**src/rtl/tt_um_jleugeri_ttt_token_router.sv**
```systemverilog
`default_nettype none
// ==========================================================================
// tt_um_jleugeri_ttt_token_router
// Routes start/stop events to per-target token counters, read-and-cleared
// in each processor's scan slot.
// Revision: 1.0
// ==========================================================================
module tt_um_jleugeri_ttt_token_router #(
  parameter int NEW_TOKEN_BITS = 8,
  parameter int NUM_PROCESSORS = 10,
  localparam int IDW = $clog2(NUM_PROCESSORS)
) (
  input  logic                      clock_fast,
  input  logic                      reset,
  input  logic                      hold,
  input  logic [IDW-1:0]            processor_id,
  input  logic [1:0]                token_startstop,
  input  logic                      prog_en,
  input  logic [IDW-1:0]            prog_id,
  input  logic [IDW-1:0]            prog_target,
  input  logic                      prog_polarity,
  input  logic [1:0]                prog_mode,
  output logic [NEW_TOKEN_BITS-1:0] new_good_tokens,
  output logic [NEW_TOKEN_BITS-1:0] new_bad_tokens,
  output logic                      out_valid,
  output logic [IDW-1:0]            out_id
);

  // Tables span the whole ID space so any ID indexes safely; entries at or
  // above NUM_PROCESSORS are never written and stay zero.
  localparam int                        c_DEPTH = 1 << IDW;
  localparam logic [IDW:0]              c_NUM   = (IDW+1)'(NUM_PROCESSORS);
  localparam logic [NEW_TOKEN_BITS-1:0] c_MAX   = '1;

  logic [IDW-1:0]            r_cfg_target [c_DEPTH];
  logic                      r_cfg_pol    [c_DEPTH];
  logic [1:0]                r_cfg_mode   [c_DEPTH];
  logic [NEW_TOKEN_BITS-1:0] r_pend_good  [c_DEPTH];
  logic [NEW_TOKEN_BITS-1:0] r_pend_bad   [c_DEPTH];

  logic           w_src_ok;
  logic           w_prog_ok;
  logic [1:0]     w_mode;
  logic [IDW-1:0] w_tgt;
  logic           w_pol;
  logic           w_emit;
  logic           w_emit_good;
  logic           w_emit_bad;
  logic           w_self;

  assign w_src_ok  = ({1'b0, processor_id} < c_NUM);
  // A route pointing at a nonexistent processor is rejected along with bad sources.
  assign w_prog_ok = prog_en && ({1'b0, prog_id} < c_NUM) && ({1'b0, prog_target} < c_NUM);

  assign w_mode = r_cfg_mode[processor_id];
  assign w_tgt  = r_cfg_target[processor_id];
  assign w_pol  = r_cfg_pol[processor_id];

  assign w_emit      = w_src_ok && (((token_startstop == 2'b01) && w_mode[0]) ||
                                    ((token_startstop == 2'b10) && w_mode[1]));
  assign w_emit_good = w_emit && !w_pol;
  assign w_emit_bad  = w_emit &&  w_pol;
  assign w_self      = (w_tgt == processor_id);

  always_ff @(posedge clock_fast) begin
    if (reset) begin
      for (int i = 0; i < c_DEPTH; i++) begin
        r_cfg_target[i] <= '0;
        r_cfg_pol[i]    <= 1'b0;
        r_cfg_mode[i]   <= 2'b00;
        r_pend_good[i]  <= '0;
        r_pend_bad[i]   <= '0;
      end
      new_good_tokens <= '0;
      new_bad_tokens  <= '0;
      out_valid       <= 1'b0;
      out_id          <= '0;
    end else begin
      if (w_prog_ok) begin
        r_cfg_target[prog_id] <= prog_target;
        r_cfg_pol[prog_id]    <= prog_polarity;
        r_cfg_mode[prog_id]   <= prog_mode;
      end

      if (w_emit_good && (r_pend_good[w_tgt] != c_MAX))
        r_pend_good[w_tgt] <= r_pend_good[w_tgt] + NEW_TOKEN_BITS'(1);
      if (w_emit_bad && (r_pend_bad[w_tgt] != c_MAX))
        r_pend_bad[w_tgt] <= r_pend_bad[w_tgt] + NEW_TOKEN_BITS'(1);

      if (hold) begin
        new_good_tokens <= '0;
        new_bad_tokens  <= '0;
        out_valid       <= 1'b0;
      end else begin
        new_good_tokens <= r_pend_good[processor_id];
        new_bad_tokens  <= r_pend_bad[processor_id];
        out_valid       <= 1'b1;
        out_id          <= processor_id;
        // Clear overrides the increment above; a same-cycle self-loop token survives as 1.
        r_pend_good[processor_id] <= NEW_TOKEN_BITS'(w_emit_good && w_self);
        r_pend_bad[processor_id]  <= NEW_TOKEN_BITS'(w_emit_bad && w_self);
      end
    end
  end

endmodule
`default_nettype wire

```
**config.mk**
```make
export PLATFORM = sky130hd
export DESIGN_NAME = tt_um_jleugeri_ttt_token_router
export DESIGN_NICKNAME = d
export VERILOG_FILES = /design/src/rtl/tt_um_jleugeri_ttt_token_router.sv
export SDC_FILE = /design/constraint.sdc
export NUM_CORES = 1
export LEC_CHECK = 0
export ABC_AREA = 1
export CAP_MARGIN = 40
export CORE_MARGIN = 2
export CORE_UTILIZATION = 63
export CTS_CLUSTER_DIAMETER = 150
export DETAILED_ROUTE_END_ITERATION = 12
export PLACE_DENSITY = 0.83
export SLEW_MARGIN = 20
export SYNTH_ARGS = -nofsm -noshare
export SYNTH_HDL_FRONTEND = slang
export SYNTH_SLANG_ARGS = --single-unit
```
**constraint.sdc**
```tcl
create_clock -name clock_fast -period 4.75 [get_ports clock_fast]
set_input_delay 0.475 -clock clock_fast [delete_from_list [all_inputs] [get_ports clock_fast]]
set_output_delay 0.475 -clock clock_fast [all_outputs]
set_load 0.005 [all_outputs]
```
==> impl_metrics.csv <==
group,metric,value,unit
run_status,status,"finished clean",
setup_path,cp_slowest_cell,"nor2_1",
timing,slew_viol_final,0,
min_path,hold_path.class,"in -> reg",
clock_network,clockBufferDepth,3,
detailed_routing,drt-total-wl,66.3,mm
timing,final_hold_viol_count,0,
run,cap_viol_max_count,0,
logic_synthesis,yosys_warnings,0,
finish,drive_above_1_share,0.0781,
clock_network,cts_max_level,2,
place,dp_hpwl,45.9,mm
detailed_routing,routed_via_density,6.37,
place,place.gp.congestion,1.01,
global_routing,grt_usage,0.411,
logic_synthesis,ys.flop_type,"dfxtp_1",
setup_path,cp_max_fo,18,
setup_path,cpMostUsedCell,"nand2_1",
power_and_ir_drop,p_leak,8.59,nW
clock_network,clock_latency,0.57,ns
timing,setup_viol_count_final,0,
logic_synthesis,avgSynthCellArea,7.56,um2
logic_synthesis,synth_common_cells,"627 x nand2_1, 287 x o21ai_0, 274 x nor2_1",
clock_network,clock-root-buffer,"clkbuf_16",
clock_network,hold_buffers,0,
logic_synthesis,synth.area.top_cells,"dfxtp_1 25%, edfxtp_1 21%, nand2_1 12%",
die,io_pins,42,
timing,rsz0062_at_grt,"false",
logic_synthesis,ys_types,45,
place,portBuffers,41,
logic_synthesis,synth_seq_cells,381,
timing,tightest_slew,0.806,ns
die,die_w,179,um
global_routing,grt_pass1_vias,18100,
clock_network,cts_resized,0,
detailed_routing,wire_per_inst,21.8,um
clock_network,post-cts-setup-buffers,0,
finish,nFillCells,2414,
timing,fin_crit,4.24,ns
detailed_routing,vias,19300,
timing,setup_tns,0,ns
setup_path,worstPathArrival,4.51,ns
clock_network,cts_sinks,381,
finish,finalNetCount,2630,
logic_synthesis,yosys.area.top_type,"dfxtp_1",
logic_synthesis,synth-edff-count,136,
global_routing,antenna_found_initial,0,
global_routing,grt_max_degree,86,
power_and_ir_drop,peakVddDrop,333,uV
setup_path,r2r_slack,0.97,ns
setup_path,endpoint_kind,"flip-flop",
detailed_routing,drtIter0Drc,2815,
logic_synthesis,yosysSeqAreaShare,0.466,
timing,maxSlewHeadroom,0.461,
die,rows,64,
die,die_y,179,um
die,coreArea,30300,um2
clock_network,numCtsBuffers,41,
finish,syn2layout_area_growth,12.0,%
logic_synthesis,yosysMostFrequentCell,"nand2_1",
timing,max_freq,0.236,GHz
clock_network,cts.clk_slew.worst_paths,0.06,ns
setup_path,cpPeakStageDelay,0.58,ns
logic_synthesis,async_flop_share,0,
logic_synthesis,synthCells,2553,
global_routing,grt-ovfl-total,0,
clock_network,cts_tree,"done",
logic_synthesis,synth_top_area_frac,0.254,
power_and_ir_drop,p_per_area,400,nW/um2
setup_path,crit_required,5.02,ns
die,start_util,0.636,
logic_synthesis,synth_area,19300,um2
die,die-area,32000,um2
detailed_routing,route.antenna.remaining_nets,0,
global_routing,grt_pass1_wl,100,mm
finish,n_antenna_cell,0,
setup_path,path_class,"in -> reg",
setup_path,worst_setup_path_start_kind,"input port",
timing,skew,0.0340,ns
timing,period_share,0.892,
timing,holdWs,0.333,ns
setup_path,cp_cell_sequence,"clkdlybuf4s50_1 > buf_4 > nand2_2 > buf_4 > inv_2 > a22oi_1 > a21oi_1 > or2_1 > o211ai_1 > nand2_1 > nand3_1 > nor2_1 > nand2_1 > inv_2 > nand2_1 > nand2_1",
detailed_routing,drc_errors,0,
detailed_routing,dr.pass1.iters,9,
==> cell type report <==
class                   instances  area, um2  area share
well taps                     396        495      0.0229
inverters                     213        800      0.0370
multi-input cells            1850       8880       0.411
repair buffers                120       1080      0.0499
clock buffers                  56       1120      0.0520
clock inverters                19        243      0.0112
flip-flops and latches        381       8990       0.416
==> flip-flops by register name, indices dropped and copies added (netlist names) <==
register,count
r_cfg_target,64
r_cfg_mode,24
r_pend_good,128
out_valid,1
new_good_tokens,8
out_id,4
r_cfg_pol,16
r_pend_bad,128
new_bad_tokens,8
==> routing by layer <==
metal	vias up	track usage	wire, um
li1	8690	-	-
met4	0	0.200	3680
met3	313	0.107	9190
met1	8863	0.533	24300
met2	1466	0.639	29100
met5	-	0	0
==> kinds of logic after synthesis <==
group | synth area share
XOR/XNOR | 0.00311
AND/OR/NAND/NOR | 0.269
adder cells (fa/ha/maj) | 0.00130
other | 0.000194
AO/OA/AOI/OAI | 0.179
buffers and inverters | 0.0814
flip-flops | 0.466
==> where the power goes <==
part / switching, W / internal [W]
logic: 0.00143 / 0.000447
clock network: 0.00139 / 0.00189
registers: 0.0000350 / 0.00346
==> critical path, delay by kind of cell <==
family | cells | cell delay, ns
compound gates | 3 | 0.45
buf+inv | 5 | 1.67
simple gates | 8 | 1.86
==> stage by stage <==
| step | power (W) | worst slack (ns) | util | instance area, um2 | std cells |
|---|---|---|---|---|---|
| 2_1_floorplan | 0.00465 | 0.745 | - | 19400 | 2586 |
| 3_3_place_gp | 0.00531 | 0.199 | 0.666 | 20200 | 2959 |
| 3_5_place_dp | 0.00534 | 0.133 | 0.667 | 20200 | 2960 |
| 4_1_cts | 0.00853 | 0.653 | 0.712 | 21600 | 3035 |
| 5_1_grt | 0.00885 | 0.234 | 0.712 | 21600 | 3035 |
| 6_report | 0.00865 | 0.515 | 0.712 | 21600 | 3035 |
==> placed cells by master, fill, tap and decap left out, drive strengths merged <==
master	count
nand3	246
o22ai	49
a21oi	48
nand4	21
edfxtp	136
nor2	291
xnor2	1
o21bai	4
bufinv	4
o41a	4
o22a	4
a41oi	8
clkdlybuf4s50	40
o211ai	1
buf	80
nand2	634
nor4	2
clkinv	20
xor2	5
a22oi	86
a2111oi	1
nor3	2
conb	34
o221ai	4
o21ai	397
or2	1
a211oi	2
ha	2
dfxtp	245
inv	206
o31ai	1
clkinvlp	2
clkbuf	56
nand3b	2
==> final timing paths <==
path                                                        from                            end  cells past startpoint
worst max-delay path                             processor_id[0]     r_pend_bad[3][0]$_DFFE_PP_                     16
worst min-delay path                                       reset              out_valid$_DFF_P_                      3
worst max register to register  r_cfg_target[5][0]$_SDFFCE_PN0P_     r_pend_bad[8][0]$_DFFE_PP_                     23
worst min register to register     r_pend_bad[9][3]$_SDFFE_PP0P_  r_pend_bad[9][3]$_SDFFE_PP0P_                      2
No activity file was read; power rests on OpenSTA's default activity.
